[src/rtl/sysid_check_pkg.sv]
// Shared types and constants for the system-ID check controller.
package sysid_check_pkg;

    typedef enum logic [2:0] {
        S_IDLE,
        S_RD_ID,
        S_WT_ID,
        S_RD_TS,
        S_WT_TS,
        S_CMP,
        S_PASS,
        S_FAIL
    } state_t;

    localparam logic [1:0] ERR_NONE    = 2'd0;
    localparam logic [1:0] ERR_ID      = 2'd1;
    localparam logic [1:0] ERR_TS      = 2'd2;
    localparam logic [1:0] ERR_TIMEOUT = 2'd3;

    localparam logic SYSID_ADDR_ID = 1'b0;
    localparam logic SYSID_ADDR_TS = 1'b1;

    // Wide enough for both the 16-bit timeout and the 24-bit re-check period.
    localparam int unsigned TMR_W = 24;

endpackage

[src/rtl/sysid_check_timer.sv]
// Loadable down-counter with zero flag; saturates at zero.
module sysid_check_timer
    import sysid_check_pkg::*;
(
    input  logic             clk,
    input  logic             reset_n,
    input  logic             load,
    input  logic [TMR_W-1:0] load_val,
    output logic             zero
);

    logic [TMR_W-1:0] count;

    always_ff @(posedge clk or negedge reset_n) begin
        if (!reset_n) begin
            count <= '0;
        end else if (load) begin
            count <= load_val;
        end else if (count != '0) begin
            count <= count - 1'b1;
        end
    end

    assign zero = (count == '0);

endmodule

[src/rtl/sysid_check_ctrl.sv]
// Avalon-MM read master that fetches the system-ID and build timestamp words
// and reports whether they match the expected build values.
module sysid_check_ctrl
    import sysid_check_pkg::*;
#(
    parameter logic [31:0] EXPECTED_ID    = 32'h6E52299A,
    parameter logic [31:0] EXPECTED_TS    = 32'h4E0A4324,
    parameter int unsigned TIMEOUT_CYCLES = 255,
    parameter int unsigned MAX_RETRY      = 3,
    parameter int unsigned RECHECK_PERIOD = 0,
    parameter bit          AUTO_START     = 1'b1
) (
    input  logic        clk,
    input  logic        reset_n,
    input  logic        start,
    input  logic        clear,
    output logic        avm_address,
    output logic        avm_read,
    input  logic        avm_waitrequest,
    input  logic [31:0] avm_readdata,
    input  logic        avm_readdatavalid,
    output logic        busy,
    output logic        pass,
    output logic        fail,
    output logic [1:0]  err_code,
    output logic [31:0] id_q,
    output logic [31:0] ts_q,
    output logic [3:0]  retry_cnt
);

    localparam logic [TMR_W-1:0] TMO_LOAD    = TMR_W'(TIMEOUT_CYCLES);
    localparam logic [TMR_W-1:0] RCK_LOAD    = TMR_W'(RECHECK_PERIOD);
    localparam logic [3:0]       MAX_RETRY_W = 4'(MAX_RETRY);

    state_t           state, state_n;
    logic             auto_go;
    logic             tmr_load, tmr_zero;
    logic [TMR_W-1:0] tmr_val;
    logic             cap_id, cap_ts, retry_inc, new_check;
    logic [1:0]       err_n;
    logic             in_rd, is_ts, got_data, accept;

    sysid_check_timer u_timer (
        .clk      (clk),
        .reset_n  (reset_n),
        .load     (tmr_load),
        .load_val (tmr_val),
        .zero     (tmr_zero)
    );

    always_comb begin
        in_rd    = (state == S_RD_ID) || (state == S_RD_TS);
        is_ts    = (state == S_RD_TS) || (state == S_WT_TS);
        // Data is taken in WT_x, or in RD_x when accept and valid coincide.
        got_data = avm_readdatavalid && (!in_rd || !avm_waitrequest);
        accept   = in_rd && !avm_waitrequest;
    end

    always_comb begin
        state_n   = state;
        tmr_load  = 1'b0;
        tmr_val   = TMO_LOAD;
        cap_id    = 1'b0;
        cap_ts    = 1'b0;
        retry_inc = 1'b0;
        new_check = 1'b0;
        err_n     = ERR_NONE;
        case (state)
            S_IDLE: begin
                if (start || auto_go) begin
                    state_n   = S_RD_ID;
                    tmr_load  = 1'b1;
                    new_check = 1'b1;
                end
            end
            S_RD_ID, S_WT_ID, S_RD_TS, S_WT_TS: begin
                // Data wins over a coincident timeout; timeout wins over accept.
                if (got_data) begin
                    if (is_ts) begin
                        cap_ts  = 1'b1;
                        state_n = S_CMP;
                    end else begin
                        cap_id   = 1'b1;
                        state_n  = S_RD_TS;
                        tmr_load = 1'b1;
                    end
                end else if (tmr_zero) begin
                    if (retry_cnt < MAX_RETRY_W) begin
                        state_n   = S_RD_ID;
                        tmr_load  = 1'b1;
                        retry_inc = 1'b1;
                    end else begin
                        state_n = S_FAIL;
                        err_n   = ERR_TIMEOUT;
                    end
                end else if (accept) begin
                    state_n = is_ts ? S_WT_TS : S_WT_ID;
                end
            end
            S_CMP: begin
                if (id_q != EXPECTED_ID) begin
                    state_n = S_FAIL;
                    err_n   = ERR_ID;
                end else if (ts_q != EXPECTED_TS) begin
                    state_n = S_FAIL;
                    err_n   = ERR_TS;
                end else begin
                    state_n  = S_PASS;
                    tmr_load = 1'b1;
                    tmr_val  = RCK_LOAD;
                end
            end
            S_PASS: begin
                if (clear) begin
                    state_n = S_IDLE;
                end else if (RECHECK_PERIOD != 0 && tmr_zero) begin
                    state_n   = S_RD_ID;
                    tmr_load  = 1'b1;
                    new_check = 1'b1;
                end
            end
            S_FAIL: begin
                if (clear) begin
                    state_n = S_IDLE;
                end
            end
            default: state_n = S_IDLE;
        endcase
    end

    always_ff @(posedge clk or negedge reset_n) begin
        if (!reset_n) begin
            state       <= S_IDLE;
            auto_go     <= AUTO_START;
            avm_read    <= 1'b0;
            avm_address <= SYSID_ADDR_ID;
            busy        <= 1'b0;
            pass        <= 1'b0;
            fail        <= 1'b0;
            err_code    <= ERR_NONE;
            id_q        <= '0;
            ts_q        <= '0;
            retry_cnt   <= '0;
        end else begin
            state       <= state_n;
            auto_go     <= 1'b0;
            avm_read    <= (state_n == S_RD_ID) || (state_n == S_RD_TS);
            avm_address <= (state_n == S_RD_TS) ? SYSID_ADDR_TS : SYSID_ADDR_ID;
            busy        <= state_n inside {S_RD_ID, S_WT_ID, S_RD_TS, S_WT_TS, S_CMP};
            if (cap_id) begin
                id_q <= avm_readdata;
            end
            if (cap_ts) begin
                ts_q <= avm_readdata;
            end
            if (new_check) begin
                retry_cnt <= '0;
            end else if (retry_inc) begin
                retry_cnt <= retry_cnt + 1'b1;
            end
            // pass stays up through a re-check until its result replaces it.
            if (state == S_CMP && state_n == S_PASS) begin
                pass     <= 1'b1;
                fail     <= 1'b0;
                err_code <= ERR_NONE;
            end else if (state != S_FAIL && state_n == S_FAIL) begin
                pass     <= 1'b0;
                fail     <= 1'b1;
                err_code <= err_n;
            end else if (state_n == S_IDLE) begin
                pass     <= 1'b0;
                fail     <= 1'b0;
                err_code <= ERR_NONE;
            end
        end
    end

endmodule

[config.mk]
export PLATFORM = sky130hd
export DESIGN_NAME = sysid_check_ctrl
export DESIGN_NICKNAME = d
export VERILOG_FILES = /design/src/rtl/sysid_check_pkg.sv /design/src/rtl/sysid_check_timer.sv /design/src/rtl/sysid_check_ctrl.sv
export SDC_FILE = /design/constraint.sdc
export NUM_CORES = 1
export LEC_CHECK = 0
export BUFFER_PORTS_ARGS = -buffer_cell sky130_fd_sc_hd__buf_2
export CORE_UTILIZATION = 40
export DETAILED_ROUTE_END_ITERATION = 12
export PLACE_DENSITY_LB_ADDON = 0.08
export SYNTH_ARGS = -nofsm -noshare
export SYNTH_HDL_FRONTEND = slang
export SYNTH_HIERARCHICAL = 1
export SYNTH_SLANG_ARGS = --single-unit
[constraint.sdc]
create_clock -name clk -period 2.5 [get_ports clk]
set_input_delay 0.375 -clock clk [delete_from_list [all_inputs] [get_ports clk]]
set_output_delay 0.375 -clock clk [all_outputs]
set_load 0.01 [all_outputs]
==> reports/summary.log <==
[outcome] run status completed
[synth] gate count of the mapped netlist 404
[route] DR iter-0 viols 128
[placed_design] DP Worst Slack 185 ps
[route] DR DRC count 0
[power] Power Total 8.33 mW
[clock_tree] root buffer selected by CTS sky130_fd_sc_hd__clkbuf_16
[critical_path] class of the most critical setup path reg -> reg
[clock_tree] H-tree Lvls 3
[sta] unrepaired setup endpoints after global routing false
[synth] number of warnings issued by yosys 6
[global_routing] initial antenna violation count 0
[sta] Tightest Pin Transition 500 ps
[die] total core area 12100 um2
[finish] area growth from synthesis to layout 26.5%
[synth] number of enable-type register cells in the synthesized netlist 0
[global_routing] total congestion overflow after global routing 0
[power] largest vdd supply drop 0.620 mV
[clock_tree] TritonCTS clock tree done
[die] die area 12900 um2
[finish] fill cell count 1101
[sta] endpoints failing setup 0
[route] count of nets left with antenna violations after detail routing 0
[finish] # diodes 0
[run] max capacitance violation total 0
[die] site row count 40
[sta] Pins Over Slew Limit 0
[finish] leading cell type in the layout, fill and taps excluded sky130_fd_sc_hd__buf_2
[synth] number of register bits inferred by synthesis 103
[synth] post-synthesis instance area 4980 um2
[global_routing] pin count of the biggest net entering global routing 36
[synth] Post-synth ARST share 1.00
[finish] register area 2580 um2
[synth] part of the Yosys area used for sequential elements 0.518
[critical_path] crit path max fanout 4
[critical_path] worst reg2reg path depth 6
[critical_path] Reg-to-Reg End err_code[0]$_DFFE_PN0P_
[synth] post-synthesis cell type count 77
[finish] leading cell types in the layout, fill and taps excluded 111 x sky130_fd_sc_hd__buf_2, 102 x sky130_fd_sc_hd__dfrtp_1, 44 x sky130_fd_sc_hd__mux2_2
[worst_hold_path] hold_sp avm_readdata[29]
[placed_design] buffers added on ports 112
[die] I/O pin count 113
[global_routing] via count of the first global-routing pass 3854
[worst_hold_path] Worst Hold Class in -> reg
[finish] multi-input gate area in the final layout 2360 um2
[sta] maximum operating frequency 426 MHz
[clock_tree] insertion delay to the later sink of the worst-skew pair 350 ps
[critical_path] Crit Reg-Reg Startpoint id_q[12]$_DFFE_PN0P_
[power] Leak Pwr 2.86 nW
[sta] relative max-transition margin 0.663
[critical_path] required time reported for the critical path endpoint 2740 ps
[sta] period utilisation layout 0.938
[placed_design] hpwl dp 8760 um
[finish] NumNets Final 596
[sta] final period demand of the worst path 2350 ps
[critical_path] minimum setup slack among reg-to-reg paths 150 ps
[power] power density over cell area 1320 nW/um2
[synth] primary flip-flop cell chosen by synthesis mapping sky130_fd_sc_hd__dfrtp_1
[critical_path] sequence of cells on the critical path nor4bb_1 -> nand4_1 -> nor4_2 -> o221ai_2 -> and4_4 -> o311ai_1
[sta] final total negative setup slack 0 ps
[critical_path] CP startpoint kind flop
[synth] average size of a mapped cell 12.3 um2
[finish] fraction of layout cells with a size suffix above 1 0.416
[route] total via count after detailed routing 3746
[die] Vert. Die Dim 114 um
[route] detail-routed via count per cell 5.15
[critical_path] Worst Path Arrival 2580 ps
[sta] Post-Route Skew 8.71 ps
[route] routed length per instance 16.1 um
[clock_tree] buffer levels on the longest clock path 2
[placed_design] routability congestion estimate 0.818
[sta] final hold viol count 0
[critical_path] capturing element type of the critical path flop
[die] effective utilization at floorplan 0.413
[clock_tree] CTS buffer count 9
[global_routing] first-pass GRT wire length 19700 um
[route] first-pass iteration count of the detailed router 4
[clock_tree] Clock Sink Count 103
[critical_path] delay of the slowest critical-path stage 420 ps
[worst_hold_path] worst hold stages 2
[global_routing] Overall Global Routing Usage 0.197
[sta] Setup WS post-layout 154 ps
[route] Post-Route WL 11700 um
[worst_hold_path] hold worst-path end ts_q[29]$_DFFE_PN0P_
[critical_path] Slowest-stage cell, CP sky130_fd_sc_hd__nor4bb_1
[clock_tree] clock-pin slew on the worst setup and hold paths 70 ps
[die] Die W 114 um
==> metal layers <==
metal,vias up,share of wire,GRT usage
met5,-,0,0
met4,0,0.011,0.0500
met3,10,0.051,0.0632
met2,83,0.47,0.314
met1,1866,0.46,0.259
li1,1787,-,-
==> cells in the mapped netlist, types with 3 or more instances <==
cell / number / area share
sky130_fd_sc_hd__nor2b_1: 4 / 0.0050
sky130_fd_sc_hd__nor4b_1: 4 / 0.0070
sky130_fd_sc_hd__nor3_1: 6 / 0.0060
sky130_fd_sc_hd__o21ai_1: 3 / 0.0030
sky130_fd_sc_hd__a22o_1: 5 / 0.0088
sky130_fd_sc_hd__ha_1: 3 / 0.0075
sky130_fd_sc_hd__nand3_1: 7 / 0.0070
sky130_fd_sc_hd__buf_2: 9 / 0.0090
sky130_fd_sc_hd__inv_1: 7 / 0.0053
sky130_fd_sc_hd__dfrtp_1: 102 / 0.51
sky130_fd_sc_hd__nand4_1: 5 / 0.0063
sky130_fd_sc_hd__o21ai_0: 18 / 0.018
sky130_fd_sc_hd__a21oi_1: 7 / 0.0070
sky130_fd_sc_hd__nor4_1: 8 / 0.010
sky130_fd_sc_hd__and4b_1: 3 / 0.0060
sky130_fd_sc_hd__nand3b_1: 4 / 0.0060
sky130_fd_sc_hd__nor4bb_1: 4 / 0.0080
sky130_fd_sc_hd__nand2_1: 23 / 0.017
sky130_fd_sc_hd__nor3_2: 4 / 0.0080
sky130_fd_sc_hd__mux2_2: 44 / 0.10
sky130_fd_sc_hd__nor2_1: 18 / 0.014
sky130_fd_sc_hd__clkbuf_1: 4 / 0.0030
sky130_fd_sc_hd__xor2_1: 13 / 0.023
sky130_fd_sc_hd__xnor2_1: 7 / 0.012
sky130_fd_sc_hd__mux2_1: 23 / 0.052
sky130_fd_sc_hd__o221ai_2: 3 / 0.0090
==> metrics by stage <==
stage	cells	hold WS, ps	cell area [um2]	utilization
final	728	243	6300	0.522
after global routing	728	239	6300	0.522
after CTS	728	226	6280	0.520
after detailed placement	711	378	5960	0.494
after global placement	711	371	5960	0.494
after floorplan	420	79.4	5040	-
==> worst max-delay path, delay by kind of cell (launching register included) <==
kind               cells  cell delay, ps
AOI/OAI and AO/OA      2             500
DFF                    1             400
and+or+nand+nor        4            1340
==> cell type report <==
type,count,share of cell area
multi-input cells,292,0.375
clock inverters,5,0.0103
repair buffers,141,0.128
well taps,168,0.0334
clock buffers,11,0.0385
inverters,8,0.00477
flip-flops and latches,103,0.409
==> what timing repair did <==
action                     in CTS  in global routing
hold endpoints to repair        4                  0
resized for setup               0                  4
hold buffers                    1                  0
buffers inserted                0                  0
setup endpoints to repair       0                  4
==> kinds of logic (layout without fill, tap and decap cells) <==
| family | Yosys count | in the layout | share of synthesized area |
|---|---|---|---|
| compound gates | 64 | 64 | 0.0950 |
| fa+ha+maj | 3 | 3 | 0.00754 |
| mux | 68 | 68 | 0.154 |
| other cells | 1 | 17 | 0.000753 |
| xor+xnor | 20 | 20 | 0.0352 |
| buf+inv | 25 | 165 | 0.0269 |
| simple gates | 120 | 120 | 0.163 |
| flops | 103 | 103 | 0.518 |
==> sequential cells by signal, indices dropped and copies added, names as in the netlist <==
register,flops
ts_q,32
retry_cnt,4
auto_go,1
state,3
id_q,32
busy,1
avm_address,1
fail,1
pass,1
err_code,2
avm_read,1
u_timer/count,24
==> power by group <==
group | switching (mW) | internal, mW
sequential | 0.732 | 2.49
combinational | 1.79 | 1.86
clock | 0.644 | 0.817
total | 3.17 | 5.16
==> worst max-delay path by stage <==
| stage | depth (start not counted) | startpoint | slack (ps) | endpoint |
|---|---|---|---|---|
| floorplan | 10 | u_timer/count[21]$_DFFE_PN0P_ | 70 | u_timer/count[21]$_DFFE_PN0P_ |
| global placement | 10 | u_timer/count[0]$_DFFE_PN0P_ | 240 | err_code[1]$_DFFE_PN0P_ |
| detailed placement | 6 | ts_q[21]$_DFFE_PN0P_ | 180 | err_code[0]$_DFFE_PN0P_ |
| finish | 6 | id_q[12]$_DFFE_PN0P_ | 150 | err_code[0]$_DFFE_PN0P_ |
| CTS | 6 | ts_q[21]$_DFFE_PN0P_ | 130 | err_code[0]$_DFFE_PN0P_ |
| global route | 6 | ts_q[10]$_DFFE_PN0P_ | 10 | err_code[0]$_DFFE_PN0P_ |
No activity file was read; power rests on OpenSTA's default activity.
